[src/rtl/md_unit.sv]
// Iterative RV32M multiply/divide unit: radix-2 shift-add multiplier and restoring
// divider sharing one 64-bit accumulator, sequenced IDLE -> CALC -> FIX -> DONE.
module md_unit #(
    parameter int XLEN = 32
) (
    input  logic            clk,
    input  logic            rst,
    input  logic            start,
    input  logic            kill,
    input  logic [2:0]      funct3,
    input  logic [XLEN-1:0] op_a,
    input  logic [XLEN-1:0] op_b,
    output logic            busy,
    output logic            done,
    output logic [XLEN-1:0] result
);

    typedef enum logic [1:0] {
        S_IDLE = 2'd0,
        S_CALC = 2'd1,
        S_FIX  = 2'd2,
        S_DONE = 2'd3
    } state_e;

    function automatic logic [31:0] neg32(input logic [31:0] v);
        return ~v + 32'd1;
    endfunction

    function automatic logic [63:0] neg64(input logic [63:0] v);
        return ~v + 64'd1;
    endfunction

    state_e      state_q;
    logic [63:0] acc_q;
    logic [31:0] den_q;
    logic [4:0]  cnt_q;
    logic [2:0]  op_q;
    logic        neg_q;
    logic        a_neg_q;
    logic        busy_q;
    logic        done_q;
    logic [31:0] result_q;

    logic        a_signed_s;
    logic        b_signed_s;
    logic        a_neg_s;
    logic        b_neg_s;
    logic [31:0] mag_a_s;
    logic [31:0] mag_b_s;
    logic        special_s;
    logic [31:0] special_res_s;
    logic [32:0] mul_sum_s;
    logic [32:0] div_rem_s;
    logic [32:0] div_diff_s;
    logic [63:0] iter_acc_d;
    logic [63:0] prod_fix_s;
    logic [31:0] fix_res_d;

    // Launch decode: operand magnitudes, signs and the divide special cases.
    always_comb begin
        a_signed_s    = (funct3 == 3'b001) || (funct3 == 3'b010) ||
                        (funct3 == 3'b100) || (funct3 == 3'b110);
        b_signed_s    = (funct3 == 3'b001) || (funct3 == 3'b100) || (funct3 == 3'b110);
        a_neg_s       = a_signed_s && op_a[31];
        b_neg_s       = b_signed_s && op_b[31];
        mag_a_s       = a_neg_s ? neg32(op_a) : op_a;
        mag_b_s       = b_neg_s ? neg32(op_b) : op_b;
        special_s     = 1'b0;
        special_res_s = 32'd0;
        if (funct3[2] && (op_b == 32'd0)) begin
            special_s     = 1'b1;
            special_res_s = funct3[1] ? op_a : 32'hFFFF_FFFF;
        end else if (funct3[2] && !funct3[0] && (op_a == 32'h8000_0000) &&
                     (op_b == 32'hFFFF_FFFF)) begin
            special_s     = 1'b1;
            special_res_s = funct3[1] ? 32'd0 : 32'h8000_0000;
        end else begin
            special_s     = 1'b0;
            special_res_s = 32'd0;
        end
    end

    // One iteration step; the divide uses acc bit 63 so the shifted remainder keeps 33 bits.
    always_comb begin
        mul_sum_s  = {1'b0, acc_q[63:32]} + (acc_q[0] ? {1'b0, den_q} : 33'd0);
        div_rem_s  = acc_q[63:31];
        div_diff_s = div_rem_s - {1'b0, den_q};
        if (op_q[2]) begin
            if (!div_diff_s[32]) begin
                iter_acc_d = {div_diff_s[31:0], acc_q[30:0], 1'b1};
            end else begin
                iter_acc_d = {div_rem_s[31:0], acc_q[30:0], 1'b0};
            end
        end else begin
            iter_acc_d = {mul_sum_s, acc_q[31:1]};
        end
    end

    // Sign fix-up and output selection.
    always_comb begin
        prod_fix_s = neg_q ? neg64(acc_q) : acc_q;
        case (op_q)
            3'b000:  fix_res_d = prod_fix_s[31:0];
            3'b001,
            3'b010,
            3'b011:  fix_res_d = prod_fix_s[63:32];
            3'b100,
            3'b101:  fix_res_d = neg_q ? neg32(acc_q[31:0]) : acc_q[31:0];
            3'b110,
            3'b111:  fix_res_d = a_neg_q ? neg32(acc_q[63:32]) : acc_q[63:32];
            default: fix_res_d = 32'd0;
        endcase
    end

    // Sequencer with registered busy/done/result.
    always_ff @(posedge clk) begin
        if (rst) begin
            state_q  <= S_IDLE;
            acc_q    <= 64'd0;
            den_q    <= 32'd0;
            cnt_q    <= 5'd0;
            op_q     <= 3'd0;
            neg_q    <= 1'b0;
            a_neg_q  <= 1'b0;
            busy_q   <= 1'b0;
            done_q   <= 1'b0;
            result_q <= 32'd0;
        end else if (kill) begin
            state_q <= S_IDLE;
            busy_q  <= 1'b0;
            done_q  <= 1'b0;
        end else begin
            done_q <= 1'b0;
            case (state_q)
                S_IDLE: begin
                    if (start) begin
                        op_q    <= funct3;
                        neg_q   <= a_neg_s ^ b_neg_s;
                        a_neg_q <= a_neg_s;
                        cnt_q   <= 5'd0;
                        acc_q   <= {32'd0, (funct3[2] ? mag_a_s : mag_b_s)};
                        den_q   <= funct3[2] ? mag_b_s : mag_a_s;
                        busy_q  <= 1'b1;
                        if (special_s) begin
                            result_q <= special_res_s;
                            done_q   <= 1'b1;
                            state_q  <= S_DONE;
                        end else begin
                            state_q <= S_CALC;
                        end
                    end else begin
                        busy_q <= 1'b0;
                    end
                end
                S_CALC: begin
                    acc_q <= iter_acc_d;
                    cnt_q <= cnt_q + 5'd1;
                    if (cnt_q == 5'd31) begin
                        state_q <= S_FIX;
                    end else begin
                        state_q <= S_CALC;
                    end
                end
                S_FIX: begin
                    result_q <= fix_res_d;
                    done_q   <= 1'b1;
                    state_q  <= S_DONE;
                end
                S_DONE: begin
                    busy_q  <= 1'b0;
                    state_q <= S_IDLE;
                end
                default: begin
                    busy_q  <= 1'b0;
                    state_q <= S_IDLE;
                end
            endcase
        end
    end

    assign busy   = busy_q;
    assign done   = done_q;
    assign result = result_q;

endmodule

[config.mk]
export PLATFORM = sky130hd
export DESIGN_NAME = md_unit
export DESIGN_NICKNAME = d
export VERILOG_FILES = /design/src/rtl/md_unit.sv
export SDC_FILE = /design/constraint.sdc
export NUM_CORES = 1
export LEC_CHECK = 0
export CAP_MARGIN = 10
export CELL_PAD_IN_SITES_DETAIL_PLACEMENT = 1
export CELL_PAD_IN_SITES_GLOBAL_PLACEMENT = 1
export CORE_ASPECT_RATIO = 0.6
export CORE_UTILIZATION = 45
export DETAILED_ROUTE_END_ITERATION = 6
export GPL_ROUTABILITY_DRIVEN = 0
export PLACE_DENSITY = 0.92
export SYNTH_ARGS = -nofsm -noshare
export SYNTH_HDL_FRONTEND = slang
export SYNTH_SLANG_ARGS = --single-unit
[constraint.sdc]
create_clock -name clk -period 6.8 [get_ports clk]
set_clock_uncertainty 0.05 [all_clocks]
set_input_delay 1.02 -clock clk [delete_from_list [all_inputs] [get_ports clk]]
set_output_delay 1.02 -clock clk [all_outputs]
set_load 0.01 [all_outputs]
==> reports/results.tsv <==
metric	value	unit
status	finished, violations left	
violations	design-rule violations	
clkSinkCount	142	
crit_path_end	acc_q[35]	
hold_viol	0	
portBuffers	104	
slew_violations	0	
async_reset_ff_frac	0	
crit_required	7060	ps
r2r_cells	14	
drc	20	
yosys-top-cells-area	dfxtp_1 19%, nor2_1 6.4%, ha_1 6.3%, a21oi_1 5.8%, o21ai_0 5.2%	
grt_usage	0.4066	
fin_setup_tns	0	ps
die_width	237.2	um
powerDensity	172.8	nW/um^2
synthTopCellsByCount	254 x nor2_1, 182 x nand2_1, 172 x a21oi_1	
ys.flop_type	dfxtp_1	
ir_drop	0.1811	mV
p_total	0.002875	W
yosysTopAreaCell	dfxtp_1	
htree_levels	4	
syn_to_final_growth	11.44	%
max_clock_freq	0.1904	GHz
reg2reg_slack	1550	ps
maxCapViolations	0	
overflow	0	
dr.first_iter.drc_count	3189	
initial_core_util	0.4589	
core_area	32540	um^2
synth-edff-count	0	
syn-cell-area	14930	um^2
grt_pass1_wl	105400	um
startpoint_type	flop	
crit_arrival	5510	ps
rows	51	
nets	2245	
tightest_slew	1092	ps
num_vias	18085	
die_h	143.1	um
antenna_left	0	
clk_transition_reported_paths	70	ps
fin_crit_sh	0.7725	
r2r_start	acc_q[31]	
postCtsSetupRepairBufs	0	
finalSetupViolations	0	
grt_pass1_vias	17380	
min-delay-path-class	flop to flop	
yosysUniqueCellTypes	79	
postPlaceCellArea	16060	um^2
cts_buffer_depth	2	
grt_start_max_net_pins	86	
vias_per_cell	7.126	
rsz0062_at_grt	no	
clk_latency	460	ps
ys_seq_area_frac	0.1904	
cellLeakagePower	6.374	nW
end_kind	flop	
clock-root-buffer	clkbuf_16	
worst-path-max-fanout	24	
drt-total-wl	71300	um
synth_top_area_share	0.1904	
firstDrtPassIters	7	
ys_ff_latch	142	
syn-num-nets	2261	
ys_warn_count	0	
syn_inst	2113	
syn_avg_cell_area	7.067	um^2
min_period	5253	ps
antenna_found_initial	2	
die_area	33940	um^2
stdcell_area	16640	um^2
cts_made_buffers	17	
relSlewSlack	0.2626	
r2r_end	acc_q[35]	
cp-startpoint	acc_q[31]	
dp_hpwl	53450	um
finish.utilization	0.5113	
avgRoutedWirePerCell	28.09	um
pin_count	105	
yosysMostFrequentCell	nor2_1	
layout-drive-gt1-share	0.06114	
cts_tree	yes	
cts_resized	0	
hold_buffers	0	
pre_cts_slack	1504	ps
critical_path_class	flop to flop	
fin_ws	1547	ps
-- cell usage in the layout (no fill, tap or decap), types with 10 or more instances in the layout --
cell	n
o21ai_0	156
nor2b_1	19
mux2i_1	47
nand4_1	29
nor4_1	23
o22ai_1	19
clkdlybuf4s50_1	102
xnor2_1	84
mux2_2	36
and2_1	11
o21a_1	10
a211oi_1	76
nand3_1	35
and3_1	10
a21oi_1	172
dfxtp_1	140
ha_1	74
a21o_1	33
buf_4	28
or4_1	21
or2_2	10
clkbuf_16	17
nand2_1	182
inv_1	66
or3_1	30
a311oi_1	19
o211ai_1	18
nand2b_1	29
nor3_1	69
o31ai_1	31
a31oi_1	20
xor2_1	86
o41ai_1	14
nor2_1	251
-- metrics by stage --
step / instances / hold WS (ps)
floorplan: 2113 / 381.9
global placement: 2501 / 391.1
finish: 2538 / 409.8
detailed placement: 2501 / 397.3
CTS: 2533 / 407.9
global route: 2536 / 423.4
-- cell families after synthesis --
family                     count (synthesis)  synth area share
adders and majority gates                 77           0.06552
AOI/OAI and AO/OA                        659            0.2844
muxes                                     83           0.05865
and+or+nand+nor                          749            0.2393
buffers and inverters                    232           0.06150
DFF                                      142            0.1904
xor gates and xnor gates                 171            0.1003
-- worst min path at each step --
stage          startpoint   endpoint  slack (ps)  depth (start not counted)
2_1_floorplan   den_q[13]  den_q[13]         380                          2
3_3_place_gp     den_q[2]   den_q[2]         390                          2
3_5_place_dp     den_q[2]   den_q[2]         400                          2
4_1_cts          den_q[2]   den_q[2]         410                          2
5_1_grt          den_q[2]   den_q[2]         420                          2
6_report         den_q[2]   den_q[2]         410                          2
-- flip-flops by register name, indices dropped and copies added (netlist names) --
register	flops
a_neg_q	1
acc_q	64
busy	1
cnt_q	5
den_q	32
done	1
neg_q	1
op_q	3
result	32
state_q	2
-- power by group --
part / total [W] / switching [W] / internal [W]
logic: 0.000972 / 0.000633 / 0.000340
clock network: 0.000962 / 0.000434 / 0.000528
registers: 0.000941 / 0.0000783 / 0.000863
-- critical path: stages (launching register included) --
cell	delay, ps
dfxtp_1	540
inv_1	120
ha_1	250
fa_1	430
nand2b_1	230
a21oi_1	340
o21ai_0	270
o21ai_0	420
nor2_1	230
o21ai_0	490
xor2_4	760
buf_4	390
mux2_2	370
nand2_1	80
a311oi_1	100
-- cell type report --
| class | instances | area (um^2) |
|---|---|---|
| tap | 424 | 530.5 |
| sequential | 142 | 2848 |
| antenna | 4 | 10.01 |
| timing repair buffer | 131 | 1236 |
| multi-input combinational | 1739 | 11200 |
| clock buffer | 22 | 464.2 |
| clock inverter | 10 | 103.9 |
| inverter | 66 | 247.7 |
| fill | 4111 | 15900 |
-- routing by layer --
metal	wire (um)	up-vias	global-route usage
met4	2998	4	0.1610
met1	28870	8747	0.5392
met2	28130	1355	0.5697
li1	-	7669	-
met5	218	-	0.02886
met3	11080	310	0.1753
Note: power is estimated with default switching activity, not from simulation.
